## config.mk

```make
export PLATFORM = sky130hd
export DESIGN_NAME = iomem_mailbox_flat
export DESIGN_NICKNAME = d
export VERILOG_FILES = /design/src/rtl/iomem_mailbox_if.sv /design/src/rtl/iomem_mailbox.sv /design/src/flat_wrapper.sv
export SDC_FILE = /design/constraint.sdc
export NUM_CORES = 1
export LEC_CHECK = 0
export CAP_MARGIN = 20
export CORE_MARGIN = 4
export CORE_UTILIZATION = 36
export CTS_CLUSTER_DIAMETER = 80
export DETAILED_ROUTE_END_ITERATION = 16
export SLEW_MARGIN = 25
export SYNTH_ARGS = -nofsm -noshare
export SYNTH_HDL_FRONTEND = slang
export SYNTH_SLANG_ARGS = --single-unit
```

## constraint.sdc

```tcl
create_clock -name clk -period 6.28 [get_ports clk]
set_clock_uncertainty 0.05 [all_clocks]
set_input_delay 0.628 -clock clk [delete_from_list [all_inputs] [get_ports clk]]
set_output_delay 0.628 -clock clk [all_outputs]
set_load 0.03 [all_outputs]
```

## src/rtl/iomem_mailbox_if.sv

```systemverilog
// rtl/iomem_mailbox_if.sv - iomem valid/ready request bus bundle
//
// Purpose: groups the CPU-initiated iomem request/response signals.
// Ports (signals):
//   valid  master->slave  request held until ready
//   ready  slave->master  one-cycle response pulse
//   wstrb  master->slave  byte write strobes, 0 = read
//   addr   master->slave  byte address
//   wdata  master->slave  write data
//   rdata  slave->master  read data, valid while ready=1
interface iomem_mailbox_if;
  logic        valid;
  logic        ready;
  logic [3:0]  wstrb;
  logic [31:0] addr;
  logic [31:0] wdata;
  logic [31:0] rdata;

  modport master (
    output valid,
    output wstrb,
    output addr,
    output wdata,
    input  ready,
    input  rdata
  );

  modport slave (
    input  valid,
    input  wstrb,
    input  addr,
    input  wdata,
    output ready,
    output rdata
  );
endinterface

```

## src/rtl/iomem_mailbox.sv

```systemverilog
// rtl/iomem_mailbox.sv - iomem responder with TX/RX word FIFOs, status and irq
//
// Purpose: CPU writes to DATA push into the TX FIFO (drained by tx_* sink),
// the rx_* source fills the RX FIFO which CPU reads of DATA pop.
// Register window (16 bytes at BASE_ADDR):
//   0x0 DATA    write pushes TX, read pops RX (0xFFFF_FFFF when RX empty)
//   0x4 STATUS  [0] tx_full [1] tx_empty [2] rx_empty [3] rx_full
//               [15:8] tx_count [23:16] rx_count
//   0x8 IRQ_EN  [1:0], [0] rx not empty, [1] tx empty
//   0xC         reads 0, writes ignored
// Ports:
//   clk, reset       clock, synchronous active-high reset
//   bus              iomem slave (valid/ready/wstrb/addr/wdata/rdata)
//   tx_valid/ready/data  TX stream out, head of TX FIFO
//   rx_valid/ready/data  RX stream in, pushes into RX FIFO
//   irq              registered level interrupt
module iomem_mailbox #(
  parameter logic [31:0] BASE_ADDR = 32'h0300_0000,
  parameter int          DEPTH     = 8
) (
  input  logic             clk,
  input  logic             reset,
  iomem_mailbox_if.slave   bus,
  output logic             tx_valid,
  input  logic             tx_ready,
  output logic [31:0]      tx_data,
  input  logic             rx_valid,
  output logic             rx_ready,
  input  logic [31:0]      rx_data,
  output logic             irq
);

  localparam int AW = (DEPTH > 1) ? $clog2(DEPTH) : 1;
  localparam int CW = AW + 1;

  typedef enum logic {
    IDLE = 1'b0,
    RESP = 1'b1
  } state_t;

  // Bus-side registered state
  state_t      state;
  logic        ready_q;
  logic [31:0] rdata_q;
  logic [1:0]  irq_en;
  logic        irq_q;

  // FIFO state; storage is intentionally not reset
  logic [31:0] tx_mem [DEPTH];
  logic [31:0] rx_mem [DEPTH];
  logic [AW-1:0] tx_wr_ptr, tx_rd_ptr, rx_wr_ptr, rx_rd_ptr;
  logic [CW-1:0] tx_count, rx_count;

  logic tx_full, tx_empty, rx_full, rx_empty;
  assign tx_full  = (tx_count == CW'(DEPTH));
  assign tx_empty = (tx_count == '0);
  assign rx_full  = (rx_count == CW'(DEPTH));
  assign rx_empty = (rx_count == '0);

  // Request decode
  logic       sel, is_write, wait_full, accept;
  logic [1:0] off;
  assign sel      = bus.valid && (bus.addr[31:4] == BASE_ADDR[31:4]);
  assign is_write = |bus.wstrb;
  assign off      = bus.addr[3:2];
  // Write to a full TX stalls using the current count, so a same-cycle
  // sink pop does not let the write in until the following cycle.
  assign wait_full = (off == 2'd0) && is_write && tx_full;
  assign accept    = (state == IDLE) && sel && !wait_full;

  logic unused_addr;
  assign unused_addr = ^bus.addr[1:0];

  // FIFO handshakes
  logic cpu_push, cpu_pop, tx_pop, rx_push;
  assign cpu_push = accept && is_write && (off == 2'd0);
  assign cpu_pop  = accept && !is_write && (off == 2'd0) && !rx_empty;
  assign tx_pop   = tx_valid && tx_ready;
  assign rx_push  = rx_valid && rx_ready;

  assign tx_valid = !tx_empty;
  assign tx_data  = tx_mem[tx_rd_ptr];
  // Depends only on registered count, never on the same-cycle CPU pop
  assign rx_ready = !rx_full;

  logic [CW-1:0] tx_count_nxt, rx_count_nxt;
  assign tx_count_nxt = tx_count + {{AW{1'b0}}, cpu_push} - {{AW{1'b0}}, tx_pop};
  assign rx_count_nxt = rx_count + {{AW{1'b0}}, rx_push} - {{AW{1'b0}}, cpu_pop};

  logic       irq_en_wr;
  logic [1:0] irq_en_nxt;
  logic       irq_nxt;
  assign irq_en_wr  = accept && is_write && (off == 2'd2) && bus.wstrb[0];
  assign irq_en_nxt = irq_en_wr ? bus.wdata[1:0] : irq_en;
  // Evaluated on post-update FIFO and enable state
  assign irq_nxt = (irq_en_nxt[0] && (rx_count_nxt != '0)) ||
                   (irq_en_nxt[1] && (tx_count_nxt == '0));

  // Read data mux
  logic [31:0] status;
  logic [31:0] rd_val;
  assign status = {8'h00, 8'(rx_count), 8'(tx_count), 4'h0,
                   rx_full, rx_empty, tx_empty, tx_full};

  always_comb begin
    rd_val = 32'h0;
    case (off)
      2'd0:    rd_val = rx_empty ? 32'hFFFF_FFFF : rx_mem[rx_rd_ptr];
      2'd1:    rd_val = status;
      2'd2:    rd_val = {30'h0, irq_en};
      default: rd_val = 32'h0;
    endcase
  end

  // Bus FSM with registered ready/rdata; RESP ignores sel so a held
  // request is not serviced twice.
  always_ff @(posedge clk) begin
    if (reset) begin
      state   <= IDLE;
      ready_q <= 1'b0;
      rdata_q <= 32'h0;
      irq_en  <= 2'b00;
      irq_q   <= 1'b0;
    end else begin
      irq_en <= irq_en_nxt;
      irq_q  <= irq_nxt;
      case (state)
        IDLE: begin
          if (accept) begin
            ready_q <= 1'b1;
            rdata_q <= is_write ? 32'h0 : rd_val;
            state   <= RESP;
          end else begin
            ready_q <= 1'b0;
            rdata_q <= 32'h0;
          end
        end
        RESP: begin
          ready_q <= 1'b0;
          rdata_q <= 32'h0;
          state   <= IDLE;
        end
        default: begin
          ready_q <= 1'b0;
          rdata_q <= 32'h0;
          state   <= IDLE;
        end
      endcase
    end
  end

  assign bus.ready = ready_q;
  assign bus.rdata = rdata_q;
  assign irq       = irq_q;

  // FIFO pointers and counts; pointers wrap modulo DEPTH (power of two)
  always_ff @(posedge clk) begin
    if (reset) begin
      tx_wr_ptr <= '0;
      tx_rd_ptr <= '0;
      rx_wr_ptr <= '0;
      rx_rd_ptr <= '0;
      tx_count  <= '0;
      rx_count  <= '0;
    end else begin
      if (cpu_push) tx_wr_ptr <= tx_wr_ptr + AW'(1);
      if (tx_pop)   tx_rd_ptr <= tx_rd_ptr + AW'(1);
      if (rx_push)  rx_wr_ptr <= rx_wr_ptr + AW'(1);
      if (cpu_pop)  rx_rd_ptr <= rx_rd_ptr + AW'(1);
      tx_count <= tx_count_nxt;
      rx_count <= rx_count_nxt;
    end
  end

  always_ff @(posedge clk) begin
    if (cpu_push) tx_mem[tx_wr_ptr] <= bus.wdata;
    if (rx_push)  rx_mem[rx_wr_ptr] <= rx_data;
  end

endmodule

```

## src/flat_wrapper.sv

```systemverilog
// flat-port wrapper written by rule: the top's interface ports become plain ports
module iomem_mailbox_flat 
#(
  parameter logic [31:0] BASE_ADDR = 32'h0300_0000,
  parameter int          DEPTH     = 8
)
  (clk, reset, tx_valid, tx_ready, tx_data, rx_valid, rx_ready, rx_data, irq, bus_valid, bus_wstrb, bus_addr, bus_wdata, bus_ready, bus_rdata);
  iomem_mailbox_if bus_i ();
  input  logic clk;
  input  logic reset;
  output logic tx_valid;
  input  logic tx_ready;
  output logic [31:0] tx_data;
  input  logic rx_valid;
  output logic rx_ready;
  input  logic [31:0] rx_data;
  output logic irq;
  input wire logic [$bits(bus_i.valid)-1:0] bus_valid;
  input wire logic [$bits(bus_i.wstrb)-1:0] bus_wstrb;
  input wire logic [$bits(bus_i.addr)-1:0] bus_addr;
  input wire logic [$bits(bus_i.wdata)-1:0] bus_wdata;
  output wire logic [$bits(bus_i.ready)-1:0] bus_ready;
  output wire logic [$bits(bus_i.rdata)-1:0] bus_rdata;
  assign bus_i.valid = bus_valid;
  assign bus_i.wstrb = bus_wstrb;
  assign bus_i.addr = bus_addr;
  assign bus_i.wdata = bus_wdata;
  assign bus_ready = bus_i.ready;
  assign bus_rdata = bus_i.rdata;
  iomem_mailbox #(.BASE_ADDR(BASE_ADDR), .DEPTH(DEPTH)) u_core (.clk(clk), .reset(reset), .bus(bus_i), .tx_valid(tx_valid), .tx_ready(tx_ready), .tx_data(tx_data), .rx_valid(rx_valid), .rx_ready(rx_ready), .rx_data(rx_data), .irq(irq));
endmodule
```

Word-level counts from Yosys, hierarchy flattened
Memories as Yosys holds them, arrays and structs flattened. A register that Yosys moved wholly into a read port is not among the register bits.
Index checks and enable logic that the tools add are counted.

word-level totals
  bits in registers = 56
  memory bits (writable) = 512
  input bits = 105
  output and inout port bits = 68
  memories kept = 2

memories
  memory         words  bits a word  rd ports  clocked after Yosys merged registers in  write ports  line                 text
  u_core.rx_mem  8      32           1         1                                        1            iomem_mailbox.sv:50  logic [31:0] rx_mem [DEPTH];
  u_core.tx_mem  8      32           1         1                                        1            iomem_mailbox.sv:49  logic [31:0] tx_mem [DEPTH];

cells by class
  reduce and logical (&&, ||, !) cells = 28
  multiplexer cells = 16
  bitwise logic cells = 1
  equal/unequal tests = 5
  add/subtract/negate cells = 8

operator list
  cell                                              number
  two-way mux 32 bit                                3
  one-hot mux 32 bit (3 select lines)               1
  one-hot mux 32 bit (2 select lines)               1
  == test 28 x 22 -> 1 bit (second input constant)  1
  logical AND 1 bit                                 16
  adder 3 x 1 -> 3 bit (second input constant)      4
  logical NOT 4 bit                                 3
  two-way mux 3 bit                                 4
  adder 4 x 1 -> 4 bit                              2
  == test 4 bit (second input constant)             2
  subtractor 4 x 1 -> 4 bit                         2
  logical NOT 1 bit                                 5
  two-way mux 1 bit                                 5
  nonzero test 4 bit                                1
  OR reduction 4 bit                                1
  == test 2 x 1 -> 1 bit (second input constant)    1
  == test 2 bit (second input constant)             1
  logical NOT 2 bit                                 1
  two-way mux 2 bit                                 1
  one-hot mux 1 bit (2 select lines)                1
  logical OR 1 bit                                  1
  NOT 1 bit                                         1

Depth between registers and ports, before layout
  depth in word-level cells = 12
  gate-level depth with buffers = 15

Least setup slack after synthesis
OpenSTA, ideal clock, no wires.

  path type = input to register
  start = input bus_addr[27]
  end = memory u_core.tx_mem[0][0], enable pin
  data arrival time = 4.265 ns
  setup time = 0.468 ns
  path buffers = 0
  setup slack = 1.497 ns
  stages = 5
  data required time = 5.762 ns
  path through = nor4_1 -> nand4_2 -> nor4b_4 -> nor2b_1 -> nor3b_1

between the ends
  longest elaborated chain between the ends = 8

ends and longest elaborated chain
  element                                  line                  text
  start, declared                          flat_wrapper.sv:20    input wire logic [$bits(bus_i.addr)-1:0] bus_addr;
  == test 28 x 22 -> 1 bit                 iomem_mailbox.sv:63   assign sel = bus.valid && (bus.addr[31:4] == BASE_ADDR[31:4]);
  logical AND 1 bit                        iomem_mailbox.sv:63
  logical AND 1 bit (2 in series)          iomem_mailbox.sv:69   assign accept = (state == IDLE) && sel && !wait_full;
  logical AND 1 bit (2 in series)          iomem_mailbox.sv:76   assign cpu_push = accept && is_write && (off == 2'd0);
  named net u_core.cpu_push                iomem_mailbox.sv:75   logic cpu_push, cpu_pop, tx_pop, rx_push;
  two-way mux 1 bit                        iomem_mailbox.sv:176  if (cpu_push) tx_mem[tx_wr_ptr] <= bus.wdata;
  two-way mux 1 bit (not written as such)  iomem_mailbox.sv:176
  end, declared                            iomem_mailbox.sv:49

The timed path passes the listed nets, and every way through them passes these cells.

==> out/qor.yml <==
clock_tree:
  cts_tree: "done"
  clk_pin_slew_ns: 0.06
  ctsResizeCount: 0
  post_cts_buffers: 0
  cts_made_buffers: 61
  cts_sinks: 574
  clock-root-buffer: "clkbuf_16"
  cts_hold_buf: 0
  clk_latency_ns: 0.60
  htreeDepth: 2
  cts.path.max_buffers: 3
finish:
  multi_input_area_um2: 4880
  syn2layout_area_growth_pct: 21.9
  stdcell_count: 2042
  seqCellArea_um2: 16600
  design_area_um2: 26400
  drive_gt1_share_pct: 24.6
  nets: 1339
  nFillCells: 5053
  finish.utilization_pct: 44.5
grt:
  track_usage_pct: 13.7
  grt_pass1_wl_um: 66500
  grt_max_degree: 65
  grt_pass1_vias: 10900
  grt_overflow_total: 0
  grt_antenna_before_repair: 5
yosys:
  synth_flop_cell: "edfxtp_1"
  syn_nets: 1132
  synth.cell_area_um2: 21700
  synth_cells: 1009
  ys_seq_area_share_pct: 76.6
  synthTopCellsByArea: "edfxtp_1 71%, mux4_2 13%, dfxtp_1 5.7%"
  yosysWarnings: 0
  synth-edff-count: 512
  synthArstFlopShare_pct: 0
  synth_cell_types: 44
  synth_top_cell_area_share_pct: 70.9
  yosys.area.top_type: "edfxtp_1"
  ys_ff_latch: 574
  syn_area_per_cell_um2: 21.5
sta:
  finalSetupViolCount: 0
  hold_viol: 0
  max_freq_ghz: 0.246
  report.final.slew_viol_count: 0
  max-slew-margin-rel_pct: 32.4
  tns_ns: 0
  rsz0062_at_grt: "false"
  min_period_over_period_pct: 64.8
  fin_ws_ns: 2.21
  worst_pin_slew_ns: 1.01
  hold_ws_ns: 0.422
  min_period_ns: 4.07
floorplanning:
  dieWidth_um: 253
  fp.dieH_um: 253
  core_um2: 59400
  rows: 89
  start_util_pct: 36.5
  dieArea_um2: 64200
  ios: 173
route:
  wire_per_inst_um: 21.6
  firstDrtPassIters: 6
  vias: 10100
  drtIter0Drc: 586
  totalWireLength_um: 44100
  antenna_left: 0
  drc: 0
  routed_via_density: 4.97
worst_setup_path:
  cp-start-kind: "register"
  crit_required_ns: 5.60
  cp.arrival_ns: 3.39
  path_class: "reg2out"
  worst-path-max-fanout: 37
  end_kind: "primary output"
  reg2reg_from: "u_core.rx_count[2]"
  critPathMaxStageDelay_ns: 0.85
  crit_chain: "buf_4 > mux4_2 > mux2_2 > clkdlybuf4s50_1"
  r2r_slack_ns: 2.55
  crit_end: "tx_data[0]"
  r2r_end: "u_core.irq"
  r2r_cells: 13
  cp_slowest_cell: "dfxtp_2"
power_and_ir_drop:
  power.leakage_nw: 8.26
  peakVddDrop_mv: 0.242
  power_density_nw_per_um2: 351
  total_power_mw: 9.29
place:
  dp_slack_ns: 2.39
  dp_hpwl_um: 24200
  dpl.cell_count: 1925
  port_buffers: 170
  place_congestion: 0.703
  place_area_um2: 24400
run:
  cap_viol_max_count: 0
worst_hold_path:
  worstHoldPathType: "in2reg"
run_status:
  status: "finished clean"
==> flip-flops by register name, summed over array words and instances (netlist names), named ones only <==
| signal | cells |
|---|---|
| u_core.rx_count | 4 |
| u_core.tx_wr_ptr | 3 |
| u_core.state | 1 |
| u_core.tx_rd_ptr | 3 |
| u_core.irq_en | 2 |
| u_core.tx_mem | 256 |
| u_core.rx_mem | 256 |
| u_core.rx_wr_ptr | 3 |
| u_core.rx_rd_ptr | 3 |
| u_core.bus.rdata | 32 |
| u_core.tx_count | 4 |
| u_core.irq | 1 |
==> layout by cell type, fill, tap and decap left out, types with 5 or more instances in the layout <==
cell type / count
a211oi_1: 7
nand2b_1: 6
ha_1: 16
o2bb2ai_1: 7
mux2i_1: 27
clkbuf_8: 5
mux4_2: 128
a21oi_1: 28
clkinv_1: 6
clkbuf_1: 14
clkdlybuf4s50_1: 169
nor4_1: 6
nor2b_1: 14
nand2_1: 14
nor2_1: 23
bufinv_16: 6
dfxtp_1: 57
edfxtp_1: 512
mux2_2: 35
xnor2_1: 6
clkinv_2: 15
inv_1: 15
clkbuf_16: 62
buf_4: 23
nor2_4: 7
==> Yosys cell counts, types with 7 or more instances <==
cell type,n
nor2b_1,14
mux2_2,35
edfxtp_1,512
mux2i_1,27
nand2_1,14
inv_1,15
a21oi_1,28
dfxtp_1,62
o2bb2ai_1,7
buf_1,7
mux4_2,128
ha_1,16
clkbuf_1,26
buf_2,15
nor2_1,30
a211oi_1,7
==> power breakdown <==
group | switching [mW] | total, mW | internal, mW
Combinational | 0.728 | 1.42 | 0.687
Sequential | 0.0864 | 4.35 | 4.27
Clock | 1.40 | 3.51 | 2.11
==> cell type report <==
class,instances,area share (%)
repair buffers,194,7.17
clock inverters,32,1.24
multi-input cells,370,18.5
flip-flops and latches,574,62.9
well taps,773,3.66
diodes,3,0.0284
inverters,15,0.213
clock buffers,81,6.33
==> logic make-up (layout without fill, tap and decap cells) <==
logic type	count (synthesis)	in the layout	synth area share, %
compound gates	54	54	1.58
flops	574	574	76.6
mux	190	190	16.4
xor+xnor	9	9	0.364
other cells	0	3	0
simple gates	99	99	2.73
fa+ha+maj	18	18	1.11
buf+inv	65	322	1.25
==> worst max-delay path: cells and delay by family, from the launching register on <==
family                 cells  cell delay (ns)
buffers and inverters      2             1.24
multiplexers               2             0.67
flip-flops                 1             0.85
==> how the worst min path moves through the flow <==
| stage | start | endpoint | slack (ns) | cells after the start |
|---|---|---|---|---|
| after floorplan | u_core.tx_count[2] | u_core.bus.rdata[10] | 0.38 | 1 |
| after global placement | u_core.rx_rd_ptr[2] | register | 0.41 | 2 |
| after detailed placement | u_core.tx_rd_ptr[1] | register | 0.42 | 2 |
| after CTS | u_core.tx_rd_ptr[1] | register | 0.42 | 2 |
| after global routing | reset | u_core.rx_count[2] | 0.44 | 2 |
| final | reset | u_core.tx_count[2] | 0.42 | 2 |
==> layer usage <==
metal  wire [um]  part of all wire, %  vias to the layer above  global-route usage (%)
met5          50                 0.11                        -                       0
met4         745                  1.7                        8                    3.31
met2       22300                   51                      203                    23.8
li1            -                    -                     4566                       -
met3        2240                  5.1                       71                    3.08
met1       18800                   43                     5297                    17.5
(Power assumes the default switching activity.)
